## config.mk

```make
export PLATFORM = sky130hd
export DESIGN_NAME = voice_mixer_norm
export DESIGN_NICKNAME = d
export VERILOG_FILES = /design/src/rtl/voice_mixer_pkg.sv /design/src/rtl/voice_mixer_norm_divider.sv /design/src/rtl/voice_mixer_norm.sv
export SDC_FILE = /design/constraint.sdc
export NUM_CORES = 1
export LEC_CHECK = 0
export CORE_UTILIZATION = 40
export CTS_CLUSTER_DIAMETER = 100
export DETAILED_ROUTE_END_ITERATION = 8
export GPL_TIMING_DRIVEN = 0
export PLACE_DENSITY = 0.69
export SETUP_SLACK_MARGIN = 0.05
export SYNTH_ARGS = -nofsm -noshare
export SYNTH_HDL_FRONTEND = slang
export SYNTH_HIERARCHICAL = 1
export SYNTH_SLANG_ARGS = --single-unit
```

## constraint.sdc

```tcl
create_clock -name clk -period 2.2 [get_ports clk]
set_clock_uncertainty 0.2 [all_clocks]
set_input_delay 0.33 -clock clk [delete_from_list [all_inputs] [get_ports clk]]
set_output_delay 0.33 -clock clk [all_outputs]
set_load 0.05 [all_outputs]
```

## src/rtl/voice_mixer_pkg.sv

```systemverilog
// Shared types and width helpers for the normalising voice mixer.
package voice_mixer_pkg;

  typedef enum logic [1:0] {
    IDLE,
    DIVIDE,
    DONE
  } mixer_state_t;

  localparam int NORM_DIVIDE   = 0;
  localparam int NORM_SATURATE = 1;

  function automatic int cnt_width(input int num_voices);
    return $clog2(num_voices + 1);
  endfunction

  function automatic int sum_width(input int sample_w, input int num_voices);
    return sample_w + $clog2(num_voices);
  endfunction

  function automatic int iter_width(input int sum_w);
    return (sum_w > 2) ? $clog2(sum_w) : 1;
  endfunction

endpackage

```

## src/rtl/voice_mixer_norm_divider.sv

```systemverilog
// Radix-2 restoring divider: loads on start, produces one quotient bit per cycle MSB first.
module restoring_divider
  import voice_mixer_pkg::*;
#(
  parameter int SUM_W = 12,
  parameter int CNT_W = 4,
  parameter int OUT_W = 8
) (
  input  logic             clk,
  input  logic             rst,
  input  logic             start,
  input  logic [SUM_W-1:0] dividend,
  input  logic [CNT_W-1:0] divisor,
  output logic             done,
  output logic [OUT_W-1:0] quotient
);

  localparam int IT_W = iter_width(SUM_W);

  logic [SUM_W-1:0] q_reg;
  logic [CNT_W-1:0] rem_reg;
  logic [CNT_W-1:0] div_reg;
  logic [IT_W-1:0]  iter_reg;
  logic             running_reg;

  logic [CNT_W:0]   trial;
  logic             take;
  logic [CNT_W-1:0] diff;

  // Partial remainder is always below the divisor, so the difference fits CNT_W bits.
  assign trial = {rem_reg, q_reg[SUM_W-1]};
  assign take  = (trial >= {1'b0, div_reg});
  assign diff  = trial[CNT_W-1:0] - div_reg;

  always_ff @(posedge clk or posedge rst) begin
    if (rst) begin
      q_reg       <= '0;
      rem_reg     <= '0;
      div_reg     <= '0;
      iter_reg    <= '0;
      running_reg <= 1'b0;
    end else if (start) begin
      q_reg       <= dividend;
      rem_reg     <= '0;
      div_reg     <= divisor;
      iter_reg    <= IT_W'(SUM_W - 1);
      running_reg <= 1'b1;
    end else if (running_reg) begin
      q_reg   <= {q_reg[SUM_W-2:0], take};
      rem_reg <= take ? diff : trial[CNT_W-1:0];
      if (iter_reg == '0) begin
        running_reg <= 1'b0;
      end else begin
        iter_reg <= iter_reg - 1'b1;
      end
    end
  end

  // High during the final iteration; quotient is complete after that edge.
  assign done     = running_reg && (iter_reg == '0);
  assign quotient = q_reg[OUT_W-1:0];

endmodule

```

## src/rtl/voice_mixer_norm.sv

```systemverilog
// Sums NUM_VOICES samples and normalises by active-voice count or by saturation.
// Optional VOICE_MIXER_MUTE_EN adds a per-voice mute mask sampled with the voices.
module voice_mixer_norm
  import voice_mixer_pkg::*;
#(
  parameter int NUM_VOICES = 13,
  parameter int SAMPLE_W   = 8,
  parameter int NORM_MODE  = NORM_DIVIDE
) (
  input  logic                         clk,
  input  logic                         Rst,
  input  logic                         en,
  input  logic [NUM_VOICES*SAMPLE_W-1:0] voices,
`ifdef VOICE_MIXER_MUTE_EN
  input  logic [NUM_VOICES-1:0]        voice_mute,
`endif
  output logic [SAMPLE_W-1:0]          mixed_sample,
  output logic                         sample_valid,
  output logic                         busy,
  output logic                         overrun
);

  localparam int CNT_W = cnt_width(NUM_VOICES);
  localparam int SUM_W = sum_width(SAMPLE_W, NUM_VOICES);

  mixer_state_t        state;
  logic [SAMPLE_W-1:0] result_reg;
  logic                use_div_reg;

  logic [SAMPLE_W-1:0] voice_eff [NUM_VOICES];
  logic [SUM_W-1:0]    sum;
  logic [CNT_W-1:0]    active;
  logic [SAMPLE_W-1:0] sat_value;
  logic                div_start;
  logic                div_done;
  logic [SAMPLE_W-1:0] div_quotient;

  for (genvar gi = 0; gi < NUM_VOICES; gi++) begin : g_voice
`ifdef VOICE_MIXER_MUTE_EN
    assign voice_eff[gi] = voice_mute[gi] ? '0 : voices[gi*SAMPLE_W +: SAMPLE_W];
`else
    assign voice_eff[gi] = voices[gi*SAMPLE_W +: SAMPLE_W];
`endif
  end

  always_comb begin
    sum    = '0;
    active = '0;
    for (int i = 0; i < NUM_VOICES; i++) begin
      sum    = sum + SUM_W'(voice_eff[i]);
      active = active + CNT_W'(voice_eff[i] != '0);
    end
  end

  assign sat_value = (|sum[SUM_W-1:SAMPLE_W]) ? '1 : sum[SAMPLE_W-1:0];
  assign div_start = (state == IDLE) && en && (NORM_MODE == NORM_DIVIDE)
                     && (active > CNT_W'(1));

  restoring_divider #(
    .SUM_W(SUM_W),
    .CNT_W(CNT_W),
    .OUT_W(SAMPLE_W)
  ) u_divider (
    .clk     (clk),
    .rst     (Rst),
    .start   (div_start),
    .dividend(sum),
    .divisor (active),
    .done    (div_done),
    .quotient(div_quotient)
  );

  always_ff @(posedge clk or posedge Rst) begin
    if (Rst) begin
      state        <= IDLE;
      result_reg   <= '0;
      use_div_reg  <= 1'b0;
      mixed_sample <= '0;
      sample_valid <= 1'b0;
      overrun      <= 1'b0;
    end else begin
      sample_valid <= 1'b0;
      case (state)
        IDLE: begin
          if (en) begin
            use_div_reg <= 1'b0;
            state       <= DONE;
            if (NORM_MODE == NORM_SATURATE) begin
              result_reg <= sat_value;
            end else if (active == '0) begin
              result_reg <= '0;
            end else if (active == CNT_W'(1)) begin
              // A single active voice cannot exceed SAMPLE_W bits.
              result_reg <= sum[SAMPLE_W-1:0];
            end else begin
              use_div_reg <= 1'b1;
              state       <= DIVIDE;
            end
          end
        end
        DIVIDE: begin
          if (en) overrun <= 1'b1;
          if (div_done) state <= DONE;
        end
        DONE: begin
          if (en) overrun <= 1'b1;
          mixed_sample <= use_div_reg ? div_quotient : result_reg;
          sample_valid <= 1'b1;
          state        <= IDLE;
        end
        default: state <= IDLE;
      endcase
    end
  end

  assign busy = (state != IDLE);

endmodule

```

Word level (Yosys, flattened, before mapping)
Index checks and enable logic that the tools add are counted.
- flip-flop bits (word level): 46
- input port bits: 107
- word-level logic and storage cells: 95
- multiplexer cells: 22
- reduce and logical (&&, ||, !) cells: 28
- equality and inequality tests: 6
- magnitude comparators: 2
- add/subtract/negate cells: 26
- operators by type and width (kind ; number):
    $reduce_bool 8->1 ; 13
    $add 12x8->12 ; 8
    $add 4x1->4 ; 9
    $mux 12 ; 2
    $mux 4 ; 6
    $mux 8 ; 3
    $add 11x8->12 ; 1
    $add 10x8->11 ; 1
    $add 9x8->10 ; 1
    $add 8x8->9 ; 1
    $logic_not 4->1 ; 2
    $mux 2 ; 4
    $reduce_and 2->1 ; 4
    $mux 1 ; 6
    $ne 2x2->1 const B ; 3
    $reduce_bool 2->1 ; 3
    $ge 5x4->1 ; 1
    $add 3x1->4 ; 1
    $eq 4x1->1 const B ; 1
    $gt 4x1->1 const B ; 1
    $pmux 2 s2 ; 1
    $sub 4x1->4 const B ; 1
    $sub 4x4->4 ; 1
    $add 2x1->3 ; 1
    other kinds (7) ; 9

Logic depth before layout (Yosys ltp)
Gate-level depths: netlist of run 1.
- word-level depth: 18
- mapped depth: 20
- gate-level depth less buffers: 20

Hierarchy
The synthesis of run 1 kept the hierarchy.
- modules (own cells, without submodules) (module ; seq. area each (um2) ; cells an instance ; area each (um2) ; instances):
    voice_mixer_norm ; 525.5 ; 390 ; 3906.2 ; 1
    restoring_divider ; 625.6 ; 145 ; 1432.6 ; 1

Least setup slack after synthesis of run 1
OpenSTA, ideal clock, no wires.
- kind: input port to flip-flop
- from: in voices[10]
- to: reg u_divider.q_reg[11]
- buffers on the path: 2
- path slack: -3.107 ns
- arrival time: 4.974 ns
- stages: 18
- data required time: 1.867 ns
- path through: or4_1 > nor2_1 > fa_1 > inv_1 > fa_1 > fa_1 > inv_1 > fa_1 > inv_1 > fa_1 > fa_1 > xor2_1 > a2111oi_2 > nor2_1 > buf_6 > clkbuf_1 > nand2_1 > o21ai_0
- cells in the longest elaborated chain, start to end: 16
- elaborated cells between the ends (all ways): 29
- RTL lines (item ; line ; RTL):
    from (decl) ; voice_mixer_norm.sv:13 ; input logic [NUM_VOICES*SAMPLE_W-1:0] voices,
    $reduce_bool 8->1 (*) ; voice_mixer_norm.sv:51 ; active = active + CNT_W'(voice_eff[i] != '0);
    $add 1x1->2 (*) ; voice_mixer_norm.sv:51 ;
    $add 2x1->3 (*) ; voice_mixer_norm.sv:51 ;
    $add 3x1->4 (*) ; voice_mixer_norm.sv:51 ;
    $add 4x1->4 (*) (9 in a row) ; voice_mixer_norm.sv:51 ;
    named net active[2] ; voice_mixer_norm.sv:32 ; logic [CNT_W-1:0] active;
    $gt 4x1->1 (*) ; voice_mixer_norm.sv:57 ; && (active > CNT_W'(1));
    $logic_and 1x1->1 (*) ; voice_mixer_norm.sv:57 ;
    named net div_start ; voice_mixer_norm.sv:34 ; logic div_start;
    $mux 12 or $reduce_bool 2->1 (tied branches) ; - ;
    to (signal assigned) ; voice_mixer_norm_divider.sv:43 ; q_reg <= dividend;
    to (signal assigned) ; voice_mixer_norm_divider.sv:49 ; q_reg <= {q_reg[SUM_W-2:0], take};
    to (decl) ; voice_mixer_norm_divider.sv:20 ; logic [SUM_W-1:0] q_reg;
The timed path passes the listed nets; every way through them passes the cells marked *.
A chain may end at the register's enable or synchronous reset.

Final worst setup path of run 1
- from: in voices[3]
- to: reg result_reg[7]
- cells in the longest elaborated chain, start to end: 16
- elaborated cells between the ends (all ways): 31
- RTL lines (item ; line ; RTL):
    $reduce_bool 8->1 (*) ; voice_mixer_norm.sv:51 ;
    $add 1x1->2 (*) ; voice_mixer_norm.sv:51 ;
    $add 2x1->3 (*) ; voice_mixer_norm.sv:51 ;
    $add 3x1->4 (*) ; voice_mixer_norm.sv:51 ;
    $add 4x1->4 (*) (9 in a row) ; voice_mixer_norm.sv:51 ;
    named net active[2] ; voice_mixer_norm.sv:32 ;
    $eq 4x1->1 or $logic_not 4->1 (tied branches) ; voice_mixer_norm.sv:92, voice_mixer_norm.sv:90 ;
    $reduce_bool 2->1 (no source line) ; - ;
    $reduce_and 3->1 (no source line) ; - ;
    to (signal assigned) ; voice_mixer_norm.sv:89 ; result_reg <= sat_value;
    to (signal assigned) ; voice_mixer_norm.sv:94 ; result_reg <= sum[SAMPLE_W-1:0];
    to (decl) ; voice_mixer_norm.sv:27 ; logic [SAMPLE_W-1:0] result_reg;
The timed path passes the listed nets; every way through them passes the cells marked *. The select of a mux whose other input is x is not followed.

==> impl_metrics.ini, run 1 <==
[grt]
antenna_found_initial = 0
grt_usage = 0.2050
grt_max_degree = 26
grt_pass1_wl_mm = 22.67
grt-ovfl-total = 0
grt_pass1_vias = 4615

[detailed_routing]
routedWlPerCell_um = 16.11
drt_iter0_drc = 153
wirelength_mm = 13.62
route.detailed.drc = 0
routed_via_density = 4.966
dr.pass1.iters = 4
wl_met2_mm = 7.054
highest_layer = met4
postRouteAntennaNets = 0
routed-via-count = 4196
wl_met3_um = 570
drt-met1-wl_mm = 5.876

[yosys]
synth_flop_cell = dfrtp_1
synth.area.top_cells = fa_1 35%, dfrtp_1 22%, inv_1 9.0%, ha_1 6.8%, mux2i_1 3.6%
syn-instance-count = 535
synth.distinct_cells = 50
synth.top_cell.area_share = 0.3525
syn_area_per_cell_um2 = 9.979
ys_seq_area_frac = 0.2156
async_reset_ff_frac = 1.000
synth_edf_count = 0
synth_nets = 765
ys_warn_count = 6
ys_ff_latch = 46
yosysTopAreaCell = fa_1
netlist_area_um2 = 5339

[timing]
finalMaxSlewViolations = 0
fin_crit_ns = 5.062
rsz0062_at_grt = true
setup_viol = 36
slew_headroom = 0.3299
setup_tns_ns = -99.76
hold_viol_final = 0
fmax_ghz = 0.1975
fin_ws_ns = -2.862
min_period_over_period = 2.301
tightest_slew_ns = 1.004

[floorplan]
die_height_um = 117.5
dieArea_um2 = 13810
rows = 41
start_util = 0.4163
die_w_um = 117.5
io_pins = 118
core_um2 = 12820

[pwr]
switching_power_w = 0.006198
p_sw_frac = 0.5063
p_comb_frac = 0.817
internal_power_w = 0.006044
seqPwrFrac = 0.114
p_leak_nw = 3.613
clockPowerShare = 0.069
powerDensity_nw_per_um2 = 1638
ir_drop_uv = 1632

[finish]
finalNonFillerCells = 845
largest_reg_flops = 12
area_growth_pct = 40.03
layout-drive-gt1-share = 0.2467
layout.nets = 902
n_antenna_cell = 0
layout_commonest_cell = inv_1
mostFrequentLayoutCells = 124 x inv_1, 89 x fa_1, 62 x clkdlybuf4s50_1, 46 x dfrtp_1, 28 x ha_1

[clock_tree]
cts.clk_slew.worst_paths_ns = 0.06
cts-root-buf = clkbuf_16
cts.path.max_buffers = 2
h-tree-depth = 2
cts_tree = yes
cts_buffers = 5
clock_latency_ns = 0.29
numClockSinks = 46
hold_buffers = 0

[setup_path]
worst-path-buf-inv = 6
path_delay_family = adder cells
crit_path_end_kind = flop
worstPathRequired_ns = 2.18
cpMaxStageDelayCell = or4_4
crit_top_cell = fa_1
start_kind = primary input
max_stage_delay_ns = 0.54
critical_path_class = primary input to flop
arrival_ns = 5.04
crit_chain = buf_8, or4_4, nor2_4, fa_1, inv_2, fa_1, fa_1, inv_2, fa_1, inv_2, fa_2, fa_2, xor2_4, a2111oi_4, buf_4, buf_6, nand3_4, and2_4, a31o_1
cp_max_fo = 4

[run_status]
violations = setup timing
status = finished with violations

[placement]
dpl.cell_count = 824
port_buffers = 117
place_congestion = 0.8736
hpwl_mm = 11.25

[hold_path]
hold_path.class = flop to flop

[run]
cap_violations = 0
[synthesized netlist by cell type, drive strengths merged (2+ instances only)]
cell type,count
a311oi,3
nand3,12
mux2i,19
dfrtp,46
xor2,4
o21ai,21
nor4,17
clkbuf,6
nor3,3
fa,94
xnor2,8
nand2b,2
inv,128
nand2,44
nor2b,3
buf,14
ha,29
or4,10
a31o,2
nor2,26
a21oi,17
o21a,2
a21o,5
and2,2
[path summary, 6_finish.rpt]
kind                                                 start                          endpoint  slack, ns  cells after the start
min reg2reg                            overrun$_DFFE_PP0P_               overrun$_DFFE_PP0P_       0.27                      1
min in group asynchronous                              Rst         result_reg[0]$_DFFE_PP0P_       0.34                      2
max                                              voices[3]         result_reg[7]$_DFFE_PP0P_      -2.86                     19
max in group asynchronous                              Rst   u_divider/q_reg[11]$_DFFE_PP0P_       0.77                      2
min                                    overrun$_DFFE_PP0P_               overrun$_DFFE_PP0P_       0.27                      1
max reg2reg                u_divider/q_reg[11]$_DFFE_PP0P_  u_divider/rem_reg[3]$_DFFE_PP0P_      -0.06                      6
[area by class of cell]
type,instances,area (µm²)
buffer,20,173.9
fill,1107,5349
timing repair buffer,130,1247
clock buffer,5,125.1
clock inverter,3,40.04
sequential,46,1151
tap,172,215.2
multi-input combinational,341,4040
inverter,128,483.0
[kinds of logic (layout without fill, tap and decap cells)]
| family | count (synthesis) | after routing | share of synthesized area |
|---|---|---|---|
| buffers and inverters | 148 | 286 | 0.1153 |
| DFF | 46 | 46 | 0.2156 |
| adders and majority gates | 123 | 123 | 0.4204 |
| AOI/OAI and AO/OA | 61 | 61 | 0.07383 |
| and+or+nand+nor | 125 | 125 | 0.1174 |
| muxes | 20 | 20 | 0.03773 |
| xor gates and xnor gates | 12 | 12 | 0.01969 |
[power groups by stage]
stage / logic (W) / registers (W) / clock network (W)
global placement: 0.00822 / 0.00139 / 0
floorplan: 0.00619 / 0.00164 / 0
global route: 0.0111 / 0.00142 / 0.000905
detailed placement: 0.00840 / 0.00140 / 0
CTS: 0.00879 / 0.00139 / 0.000862
finish: 0.0100 / 0.00139 / 0.000845
[repair_timing]
| action | CTS | global route |
|---|---|---|
| setup endpoints to repair | 37 | 36 |
| cloned | 2 | 1 |
| buffers inserted | 7 | 4 |
| pin swaps | 30 | 47 |
| gates resized for setup | 185 | 95 |
[metrics by stage]
stage	area (µm²)	hold WS, ns	setup WS (ns)	utilization	power (W)
final	7476	0.2677	-2.862	0.5829	0.01224
after global routing	7476	0.2956	-3.019	0.5829	0.01342
after CTS	7169	0.2725	-2.957	0.5590	0.01104
after detailed placement	6805	0.2450	-3.783	0.5306	0.009808
after global placement	6805	0.2452	-3.721	0.5306	0.009609
after floorplan	5419	0.1065	-2.804	-	0.007825
[layer usage]
metal  up-vias  GRT usage
li1       1955          -
met5         -          0
met2       103     0.3635
met3        13    0.02035
met1      2125     0.2748
met4         0    0.03606
Power figures use the tool's default switching activity.
==> run 2: changes to the inputs <==
- SLEW_MARGIN: default -> 20
==> run 2 against run 1 <==
  * The run still ends with setup timing left
  * Count of clock-buffer cells in the layout did not move
  * Clock power hardly changed
  * Largest cell class unchanged
  * Register-to-register slack about the same
  * Final cell count is the same
  * First-iteration DRC count stayed put
==> impl_metrics.ini, run 2 (same netlist as run 1, synthesis figures left out) <==
[run_status]
status = finished with violations
violations = setup timing

[finish]
seqCellArea_um2 = 1151
n_antenna_cell = 0
largest_reg_flops = 12
multi_input_area_um2 = 4040
mostFrequentLayoutCells = 123 x inv_1, 89 x fa_1, 62 x clkdlybuf4s50_1, 46 x dfrtp_1, 28 x ha_1
finalNonFillerCells = 845
layout_commonest_cell = inv_1
layout-drive-gt1-share = 0.2481
area_growth_pct = 40.03
layout.nets = 902
fillers = 1107

[detailed_routing]
route.detailed.drc = 0
wirelength_mm = 13.61
postRouteAntennaNets = 0
routed-via-count = 4195
drt_iter0_drc = 153
routed_via_density = 4.964
dr.pass1.iters = 4
routedWlPerCell_um = 16.10

[placement]
port_buffers = 117
place_congestion = 0.8736
dpl.cell_count = 824
dp_slack_ns = -3.783
hpwl_mm = 11.25

[setup_path]
worstPathRequired_ns = 2.18
rrSetupSlack_ns = -0.06
cp_max_fo = 4
start_kind = primary input
arrival_ns = 5.04
crit_path_end_kind = flop
critical_path_class = primary input to flop

[floorplan]
start_util = 0.4163
dieArea_um2 = 13810
core_um2 = 12820
rows = 41
io_pins = 118
die_height_um = 117.5
die_w_um = 117.5

[pwr]
powerDensity_nw_per_um2 = 1637
switching_power_w = 0.006196
internal_power_w = 0.006044
ir_drop_uv = 1630
seqPwrFrac = 0.114
power_w = 0.01224
clockPowerShare = 0.069
p_sw_frac = 0.5062
p_comb_frac = 0.817
p_leak_nw = 3.612

[timing]
fin_ws_ns = -2.863
hold_viol_final = 0
min_period_over_period = 2.301
fin_crit_ns = 5.063
setup_viol = 36
slew_headroom = 0.4572
fmax_ghz = 0.1975
finalMaxSlewViolations = 0
tightest_slew_ns = 0.8133
rsz0062_at_grt = true

[grt]
grt_pass1_wl_mm = 22.67
grt_usage = 0.2050
grt_pass1_vias = 4615
grt-ovfl-total = 0
grt_max_degree = 26
antenna_found_initial = 0

[clock_tree]
cts-root-buf = clkbuf_16
h-tree-depth = 2
cts_buffers = 5
cts.clk_slew.worst_paths_ns = 0.06
cts_tree = yes
cts.path.max_buffers = 2
clock_latency_ns = 0.29
numClockSinks = 46

[run]
cap_violations = 0

[hold_path]
hold_path.class = primary input to asynchronous set/reset pin
==> run 2: cell types whose count changed in the layout (fill, tap and decap cells not counted) <==
cell   previous run  this run
inv_1           124       123
inv_2             3         4
==> run 2: power groups by stage <==
| stage | Sequential, W | Clock (W) | Combinational [W] |
|---|---|---|---|
| 2_1_floorplan | 0.00164 | 0 | 0.00619 |
| 3_3_place_gp | 0.00139 | 0 | 0.00822 |
| 3_5_place_dp | 0.00140 | 0 | 0.00840 |
| 4_1_cts | 0.00139 | 0.000862 | 0.00879 |
| 5_1_grt | 0.00142 | 0.000905 | 0.0111 |
| 6_report | 0.00139 | 0.000845 | 0.0100 |
==> run 2: layer usage <==
metal / up-vias / global-route usage / share of wire
met2: 103 / 0.3635 / 0.52
met3: 13 / 0.02035 / 0.044
met4: 0 / 0.03606 / 0.0083
met5: - / 0 / 0
li1: 1955 / - / -
met1: 2124 / 0.2748 / 0.43
==> run 2: final cells by class <==
class,instances,area share
plain buffers,20,0.02326
clock buffers,5,0.01674
clock inverters,3,0.005356
inverters,128,0.06460
multi-input cells,341,0.5404
flip-flops and latches,46,0.1540
well taps,172,0.02879
repair buffers,130,0.1669
==> run 2: path summary, 6_finish.rpt <==
path / startpoint / endpoint / cells after the start
min in group clk: overrun$_DFFE_PP0P_ / overrun$_DFFE_PP0P_ / 1
hold / removal: Rst / u_divider/iter_reg[3]$_DFFE_PP0P_ / 2
setup reg to reg: u_divider/q_reg[11]$_DFFE_PP0P_ / u_divider/rem_reg[3]$_DFFE_PP0P_ / 6
setup / recovery: voices[3] / result_reg[7]$_DFFE_PP0P_ / 19
max in group asynchronous: Rst / state[0]$_DFFE_PP0P_ / 2
hold reg to reg: overrun$_DFFE_PP0P_ / overrun$_DFFE_PP0P_ / 1
==> run 2: critical path: stages <==
cell and delay [ns]:
buf_8 0.09, or4_4 0.54, nor2_4 0.13, fa_1 0.45
inv_2 0.08, fa_1 0.40, fa_1 0.51, inv_2 0.04
fa_1 0.48, inv_2 0.04, fa_2 0.35, fa_2 0.39
xor2_4 0.18, a2111oi_4 0.28, buf_4 0.20, buf_6 0.10
nand3_4 0.09, and2_4 0.18, a31o_1 0.17
==> run 2: stage by stage <==
step           setup TNS (ns)  cell area, µm²  utilization  hold slack (ns)
6_report               -99.77            7476       0.5829           0.2486
5_1_grt               -104.99            7476       0.5829           0.2956
4_1_cts               -102.09            7169       0.5590           0.2725
3_5_place_dp          -131.20            6805       0.5306           0.2450
3_3_place_gp          -128.58            6805       0.5306           0.2452
2_1_floorplan          -97.78            5419            -           0.1065
==> run 2: repair_timing <==
item	in CTS	in global routing
pin swaps	30	47
buffers inserted	7	4
gates resized for setup	185	95
hold buffers	0	0
cloned	2	1
setup endpoints to repair	37	36
==> run 3: changes to the inputs <==
- GPL_ROUTABILITY_DRIVEN: default -> 0
==> results of run 3 <==
Final layout, timing and power as in run 2 (identical DEF).
